`src/rtl/dii_packetizer_if.sv`:
```
// DII flit channel: one flit per valid & ready, last marks the final flit of a packet.
interface dii_channel #(
    parameter int WIDTH = 16
);
    logic [WIDTH-1:0] data;
    logic             last;
    logic             valid;
    logic             ready;

    modport source (output data, output last, output valid, input ready);
    modport sink   (input data, input last, input valid, output ready);
endinterface

```
`src/rtl/dii_packetizer.sv`:
```
// Builds one DII packet (dest, src, flags, payload) from a parallel request and
// serialises it flit-by-flit onto a dii_channel; one packet in flight at a time.
module dii_packetizer #(
    parameter int  WIDTH       = 16,
    parameter int  MAX_PAYLOAD = 8,
    localparam int LEN_W       = $clog2(MAX_PAYLOAD + 1)
) (
    input  logic                         clk,
    input  logic                         rst,
    input  logic                         req_valid,
    output logic                         req_ready,
    input  logic [WIDTH-1:0]             req_dest,
    input  logic [WIDTH-1:0]             req_src,
    input  logic [1:0]                   req_type,
    input  logic [3:0]                   req_type_sub,
    input  logic [LEN_W-1:0]             req_len,
    input  logic [MAX_PAYLOAD*WIDTH-1:0] req_payload,
    output logic                         busy,
    dii_channel.source                   out
);

    localparam logic [2:0] S_IDLE    = 3'd0;
    localparam logic [2:0] S_DEST    = 3'd1;
    localparam logic [2:0] S_SRC     = 3'd2;
    localparam logic [2:0] S_FLAGS   = 3'd3;
    localparam logic [2:0] S_PAYLOAD = 3'd4;

    logic [2:0]       state_q, state_d;
    logic [LEN_W-1:0] cnt_q, cnt_d;
    logic [LEN_W-1:0] len_q, len_d;
    logic [WIDTH-1:0] dest_q, dest_d;
    logic [WIDTH-1:0] src_q, src_d;
    logic [1:0]       type_q, type_d;
    logic [3:0]       sub_q, sub_d;
    logic [WIDTH-1:0] pay_q [MAX_PAYLOAD];
    logic [WIDTH-1:0] pay_d [MAX_PAYLOAD];

    logic             accept;
    logic             valid;
    logic             xfer;
    logic             final_word;
    logic [WIDTH-1:0] word;
    logic [WIDTH-1:0] data;
    logic             last;

    assign req_ready  = (state_q == S_IDLE);
    assign busy       = !req_ready;
    assign valid      = (state_q != S_IDLE);
    assign accept     = req_valid && req_ready;
    assign xfer       = valid && out.ready;
    assign final_word = (cnt_q + LEN_W'(1)) == len_q;

    // Constant-index compare loop keeps the word select free of index-width truncation.
    always_comb begin
        word = '0;
        for (int k = 0; k < MAX_PAYLOAD; k++) begin
            if (cnt_q == LEN_W'(k)) word = pay_q[k];
        end
    end

    always_comb begin
        // NOTE: every output of this block gets a default first, so no path leaves a latch.
        state_d = state_q;
        cnt_d   = cnt_q;
        len_d   = len_q;
        dest_d  = dest_q;
        src_d   = src_q;
        type_d  = type_q;
        sub_d   = sub_q;
        for (int k = 0; k < MAX_PAYLOAD; k++) begin
            pay_d[k] = accept ? req_payload[k*WIDTH +: WIDTH] : pay_q[k];
        end

        if (accept) begin
            state_d = S_DEST;
            cnt_d   = '0;
            len_d   = (req_len > LEN_W'(MAX_PAYLOAD)) ? LEN_W'(MAX_PAYLOAD) : req_len;
            dest_d  = req_dest;
            src_d   = req_src;
            type_d  = req_type;
            sub_d   = req_type_sub;
        end else if (xfer) begin
            case (state_q)
                S_DEST:  state_d = S_SRC;
                S_SRC:   state_d = S_FLAGS;
                S_FLAGS: begin
                    state_d = (len_q == '0) ? S_IDLE : S_PAYLOAD;
                    cnt_d   = '0;
                end
                S_PAYLOAD: begin
                    if (final_word) begin
                        state_d = S_IDLE;
                        cnt_d   = '0;
                    end else begin
                        cnt_d = cnt_q + LEN_W'(1);
                    end
                end
                default: state_d = S_IDLE;
            endcase
        end
    end

    always_comb begin
        data = '0;
        last = 1'b0;
        case (state_q)
            S_DEST:    data = dest_q;
            S_SRC:     data = src_q;
            S_FLAGS: begin
                data = WIDTH'({type_q, sub_q, 10'b0});
                last = (len_q == '0);
            end
            S_PAYLOAD: begin
                data = word;
                last = final_word;
            end
            default:   data = '0;
        endcase
    end

    assign out.valid = valid;
    assign out.data  = data;
    assign out.last  = last;

    // NOTE: sequential state uses non-blocking assignments so every flop samples pre-edge values.
    always_ff @(posedge clk) begin
        if (rst) begin
            state_q <= S_IDLE;
            cnt_q   <= '0;
        end else begin
            state_q <= state_d;
            cnt_q   <= cnt_d;
        end
    end

    // NOTE: the request copy is not reset; it is only observed outside IDLE, after a capture.
    always_ff @(posedge clk) begin
        len_q  <= len_d;
        dest_q <= dest_d;
        src_q  <= src_d;
        type_q <= type_d;
        sub_q  <= sub_d;
        for (int k = 0; k < MAX_PAYLOAD; k++) begin
            pay_q[k] <= pay_d[k];
        end
    end

endmodule
```
`src/flat_wrapper.sv`:
```
// flat-port wrapper written by rule: the top's interface ports become plain ports
module dii_packetizer_flat 
#(
    parameter int  WIDTH       = 16,
    parameter int  MAX_PAYLOAD = 8,
    localparam int LEN_W       = $clog2(MAX_PAYLOAD + 1)
)
  (clk, rst, req_valid, req_ready, req_dest, req_src, req_type, req_type_sub, req_len, req_payload, busy, out_data, out_last, out_valid, out_ready);
  dii_channel #(.WIDTH(WIDTH)) out_i ();
  input  logic clk;
  input  logic rst;
  input  logic req_valid;
  output logic req_ready;
  input  logic [WIDTH-1:0] req_dest;
  input  logic [WIDTH-1:0] req_src;
  input  logic [1:0] req_type;
  input  logic [3:0] req_type_sub;
  input  logic [LEN_W-1:0] req_len;
  input  logic [MAX_PAYLOAD*WIDTH-1:0] req_payload;
  output logic busy;
  output wire logic [$bits(out_i.data)-1:0] out_data;
  output wire logic [$bits(out_i.last)-1:0] out_last;
  output wire logic [$bits(out_i.valid)-1:0] out_valid;
  input wire logic [$bits(out_i.ready)-1:0] out_ready;
  assign out_data = out_i.data;
  assign out_last = out_i.last;
  assign out_valid = out_i.valid;
  assign out_i.ready = out_ready;
  dii_packetizer #(.WIDTH(WIDTH), .MAX_PAYLOAD(MAX_PAYLOAD)) u_core (.clk(clk), .rst(rst), .req_valid(req_valid), .req_ready(req_ready), .req_dest(req_dest), .req_src(req_src), .req_type(req_type), .req_type_sub(req_type_sub), .req_len(req_len), .req_payload(req_payload), .busy(busy), .out(out_i));
endmodule
```
`config.mk`:
```
export PLATFORM = sky130hd
export DESIGN_NAME = dii_packetizer_flat
export DESIGN_NICKNAME = d
export VERILOG_FILES = /design/src/rtl/dii_packetizer_if.sv /design/src/rtl/dii_packetizer.sv /design/src/flat_wrapper.sv
export SDC_FILE = /design/constraint.sdc
export NUM_CORES = 1
export LEC_CHECK = 0
export CELL_PAD_IN_SITES_DETAIL_PLACEMENT = 1
export CELL_PAD_IN_SITES_GLOBAL_PLACEMENT = 1
export CORE_MARGIN = 2
export CORE_UTILIZATION = 35
export CTS_CLUSTER_SIZE = 10
export DETAILED_ROUTE_END_ITERATION = 8
export HOLD_SLACK_MARGIN = 0.12
export PLACE_DENSITY = 0.73
export SLEW_MARGIN = 40
export SYNTH_ARGS = -nofsm -noshare
export SYNTH_HDL_FRONTEND = slang
export SYNTH_SLANG_ARGS = --single-unit
export TNS_END_PERCENT = 1
```
`constraint.sdc`:
```
create_clock -name clk -period 5.1 [get_ports clk]
set_input_delay 1.02 -clock clk [delete_from_list [all_inputs] [get_ports clk]]
set_output_delay 1.02 -clock clk [all_outputs]
set_load 0.02 [all_outputs]
```
---- Word level (Yosys, flattened, before mapping) ----
Memory sizes are Yosys's and may differ from the RTL's.
Index checks and enable logic that the tools add are counted.
word-level totals
  flip-flop bits (word level) ............. 49
  bits in writable memories ............... 128
  input bits .............................. 174
  logic and storage cells ................. 63
  memories ................................ 1
memory list
  memory        depth  bits a word  read ports  clocked after memory_dff  write ports  line                  RTL
  u_core.pay_q  8      16           8           0                         8            dii_packetizer.sv:35  logic [WIDTH-1:0] pay_q [MAX_PAYLOAD];
operators by class
  add/subtract/negate cells ............... 1
  order comparisons ....................... 1
  equality and inequality tests ........... 14
  multiplexer cells ....................... 25
  reduce and logical (&&, ||, !) cells .... 13
operators by type and width
  cell                 number
  $mux 16              16
  $pmux 16 s4          1
  $eq 4x3->1 const B   4
  $pmux 3 s4           1
  $eq 4x2->1 const B   2
  $logic_not 4->1      2
  $pmux 4 s2           1
  $eq 3x2->1 const B   2
  $mux 3               2
  $reduce_and 2->1     3
  $add 4x1->4 const B  1
  $eq 4x1->1 const B   1
  $eq 4x4->1           1
  $gt 4x4->1 const B   1
  $mux 4               1
  $reduce_bool 2->1    2
  $eq 3x1->1 const B   1
  $eq 3x3->1 const B   1
  $logic_not 3->1      1
  $ne 3x1->1 const B   1
  $reduce_bool 3->1    1
  $logic_and 1x1->1    2
  $mux 1               2
  $ne 2x1->1 const B   1
  3 further kinds      3

---- Depth between registers and ports, before layout ----
  depth in word-level cells ............... 10
  gate-level depth with buffers ........... 8
  depth with buffers taken out ............ 6

---- Worst setup path after synthesis ----
OpenSTA, ideal clock, no wires.
  path type ............................... flip-flop to flip-flop
  from .................................... register u_core.state_q[1]
  to ...................................... register u_core.dest_q[0] (enable)
  library setup time ...................... 0.551 ns
  data arrival time ....................... 5.083 ns
  data required time ...................... 4.549 ns
  path slack .............................. -0.534 ns
  cell stages (with the launch flop) ...... 5
  cell sequence ........................... dfxtp_1 -> clkbuf_1 -> or3_1 -> inv_2 -> and2_1
between the ends
  word-level cells in the longest chain between the ends .. 2
RTL lines
  item                      line                   RTL
  start: declaration        dii_packetizer.sv:28   logic [2:0] state_q, state_d;
  start signal: assignment  dii_packetizer.sv:131  state_q <= state_d;
  $logic_not 3->1           dii_packetizer.sv:46   assign req_ready = (state_q == S_IDLE);
  named net req_ready       flat_wrapper.sv:13     output logic req_ready;
  $logic_and 1x1->1         dii_packetizer.sv:49   assign accept = req_valid && req_ready;
  named net u_core.accept   dii_packetizer.sv:38   logic accept;
  end signal: assignment    dii_packetizer.sv:139  dest_q <= dest_d;
  end: declaration          dii_packetizer.sv:31   logic [WIDTH-1:0] dest_q, dest_d;
The timed path passes the listed nets, and every way through them passes these cells.
A chain may end at the register's enable or synchronous reset.

---- Worst setup path after layout ----
  from .................................... register u_core.cnt_q[2]
  to ...................................... output port out_data[7]
between the ends
  word-level cells in the longest chain between the ends .. 10
RTL lines
  item                      line                   RTL
  start: declaration        dii_packetizer.sv:29   logic [LEN_W-1:0] cnt_q, cnt_d;
  start signal: assignment  dii_packetizer.sv:132  cnt_q <= cnt_d;
  $logic_not 4->1           dii_packetizer.sv:57   if (cnt_q == LEN_W'(k)) word = pay_q[k];
  $mux 16 (7 in series)     dii_packetizer.sv:57
  $mux 16 (*)               dii_packetizer.sv:57
  $pmux 16 s4 (*)           dii_packetizer.sv:106  case (state_q)
  end: declaration          flat_wrapper.sv:21     output wire logic [$bits(out_i.data)-1:0] out_data;
Mark *: on every way between the ends. The rest lies on a longest branch, timed or not.

==> impl_metrics.toml <==
[synth]
ys_seq_area_frac = 0.7234
synthArstFlopShare = 0
postSynthAreaPerCell_um2 = 15.04
ys_seq_elements = 177
synth_top_area_frac = 0.7041
synth_nets = 660
yosys-top-cells-area = "edfxtp_1 (70%), nand2_1 (2.7%), o221ai_1 (2.5%)"
ys.warnings.count = 0
synth-edff-count = 170
synth_area_leader_cell = "edfxtp_1"
syn-cell-area_um2 = 7251
yosysUniqueCellTypes = 53
synth_cells = 482
synth_flop_cell = "edfxtp_1"

[floorplanning]
fp.dieW_um = 147.9
core_area_um2 = 20300
io_pins = 194
die_area_um2 = 21880
rows = 52
fp.dieH_um = 147.9
start_util = 0.3572

[critical_path]
crit_type = "flop to output port"
crit_path_max_incr_delay_ps = 680
cp_num_buf_inv = 1
cpMostUsedCell = "o221ai_1"
worst-path-max-fanout = 15
cp_slowest_cell = "dfxtp_1"
arrival_ps = 3200
worstPathRequired_ps = 4080
crit_chain = "nand2b_1 -> nor2_2 -> o221ai_1 -> o221ai_1 -> clkdlybuf4s50_1"
start_kind = "flop"
crit_family = "simple AND/OR/NAND/NOR gates"
critPathCaptureType = "output port"

[global_routing]
antenna_found_initial = 0
grt_pass1_wl_um = 31300
track_usage = 0.1930
grt_pass1_vias = 5547
grt.overflow.total = 0
grt_max_degree = 99

[pwr]
p_leak_uw = 0.003348
ir_drop_mv = 0.2319
p_per_area_nw_per_um2 = 342.1
finalPower_uw = 3434

[place]
hpwl_um = 15050
io_buffers = 193
gpl.final_weighted_congestion = 0.9233

[sta]
fmax_ghz = 0.2372
hold_viol = 0
setup_violations = 0
tns_ps = 0
slew_violations = 0
slew_headroom = 0.4880
rsz0062_at_grt = "false"
clock_skew_ps = 13.68
finalCriticalPeriod_ps = 4216
hold_ws_ps = 580.8
fin_crit_sh = 0.8266
tightest_slew_ps = 767.0

[route]
final_antenna_net_count = 0
avgViaCountPerCell = 5.166
first_pass_iters = 5
wl_um = 20630
drc = 0
first_iter_violations = 234
post_drt_wl_per_cell_um = 21.69
via_count = 4913

[clock_network]
hold_buffers = 0
cts_root_buffer = "clkbuf_16"
htreeDepth = 4
cts_resized = 0
cts_max_path_buffers = 2
cts_tree = "done"
cts_inserted_buffers = 17
clk_pin_slew_ps = 60
post-cts-setup-buffer-count = 0
clk_latency_ps = 430
cts.sinks = 177

[outcome]
outcome = "finished, final reports clean"

[hold_path]
min_path_type = "flop to flop"

[flow_run]
max_cap_viol_count = 0

[layout]
drive_gt1_frac = 0.08517
syn2layout_area_growth_pct = 38.43
nets = 846
fillers = 2036
n_antenna_cell = 0
worst paths after layout:
check                    start  slack [ps]                   to  depth (start not counted)
min            u_core.cnt_q[1]         580      u_core.cnt_q[1]                          2
max reg2reg  u_core.state_q[0]        2600  u_core.pay_q[0][28]                          4
max            u_core.cnt_q[2]         880          out_data[7]                          5
min reg2reg    u_core.cnt_q[1]         580      u_core.cnt_q[1]                          2
per-layer routing:
| layer | track usage | wire [um] |
|---|---|---|
| met5 | 0 | 0 |
| met4 | 0.06476 | 333 |
| met3 | 0.05864 | 1286 |
| met2 | 0.3467 | 11010 |
| met1 | 0.2191 | 7998 |
where the power goes:
part | internal (uW) | leakage (uW) | switching, uW
Sequential | 1740 | 0.00168 | 46.3
Combinational | 197 | 0.00138 | 164
Clock | 661 | 0.000286 | 630
Total | 2590 | 0.00335 | 840
synthesized netlist by cell type, types with 7 or more instances:
master    instances
a21o_1           10
inv_1            11
nand3b_1         15
a311o_1          10
nand2_1          53
edfxtp_1        170
o221ai_1         21
a21oi_1          22
clkbuf_1         20
a22oi_1          21
a221oi_1         11
dfxtp_1           7
nor2b_1          17
buf_2             8
area by class of cell:
class	count	area (um^2)	share of cell area
Clock buffer	18	429.2	0.04276
Clock inverter	14	166.4	0.01658
Inverter	13	48.80	0.004862
Multi-Input combinational cell	259	1813	0.1806
Sequential cell	177	5245	0.5226
Tap cell	270	337.8	0.03366
Timing Repair Buffer	200	1997	0.1990
flip-flops by register name, summed over array words and instances, names as in the netlist:
name,cells
u_core.dest_q,16
u_core.sub_q,4
u_core.cnt_q,4
u_core.pay_q,128
u_core.src_q,16
u_core.len_q,4
u_core.type_q,2
u_core.state_q,3
cell usage in the layout, fill, tap and decap left out, types with 4 or more instances in the layout:
master,Yosys,final
clkinv_8,0,5
nand2_1,53,53
buf_4,2,6
inv_6,0,4
a22oi_1,21,21
a221oi_1,11,11
mux2_2,5,5
a21oi_1,22,22
nor2b_1,17,16
o22ai_1,6,6
clkdlybuf4s50_1,0,193
a21o_1,10,10
dfxtp_1,7,7
edfxtp_1,170,170
a311o_1,10,10
nor2_1,6,6
nand3b_1,15,15
o32ai_2,5,5
o221ai_1,21,21
clkbuf_16,0,17
o21a_1,5,5
inv_1,11,11
worst reg2reg max path: cells and delay by family, from the launching register on:
family                 cells  cell delay [ps]
AND/OR/NAND/NOR            2              940
flip-flops                 1              560
buffers and inverters      2              630
stage by stage:
| step | instance area (um^2) | cells | worst slack, ps | utilization |
|---|---|---|---|---|
| finish | 10040 | 951 | 884.1 | 0.4945 |
| global route | 10040 | 951 | 624.8 | 0.4945 |
| CTS | 10030 | 951 | 642.0 | 0.4942 |
| detailed placement | 9437 | 919 | 1143 | 0.4649 |
| global placement | 9434 | 919 | 1083 | 0.4647 |
| floorplan | 7252 | 482 | 1381 | - |
kinds of logic (layout without fill, tap and decap cells):
group | after synthesis | in the layout | synth area share
XOR/XNOR | 5 | 5 | 0.007939
multiplexers | 8 | 8 | 0.01208
flip-flops | 177 | 177 | 0.7234
AO/OA/AOI/OAI | 130 | 130 | 0.1413
adder cells (fa/ha/maj) | 4 | 4 | 0.006903
AND/OR/NAND/NOR | 112 | 112 | 0.08007
buffers and inverters | 46 | 245 | 0.02830
(Power assumes the default switching activity.)
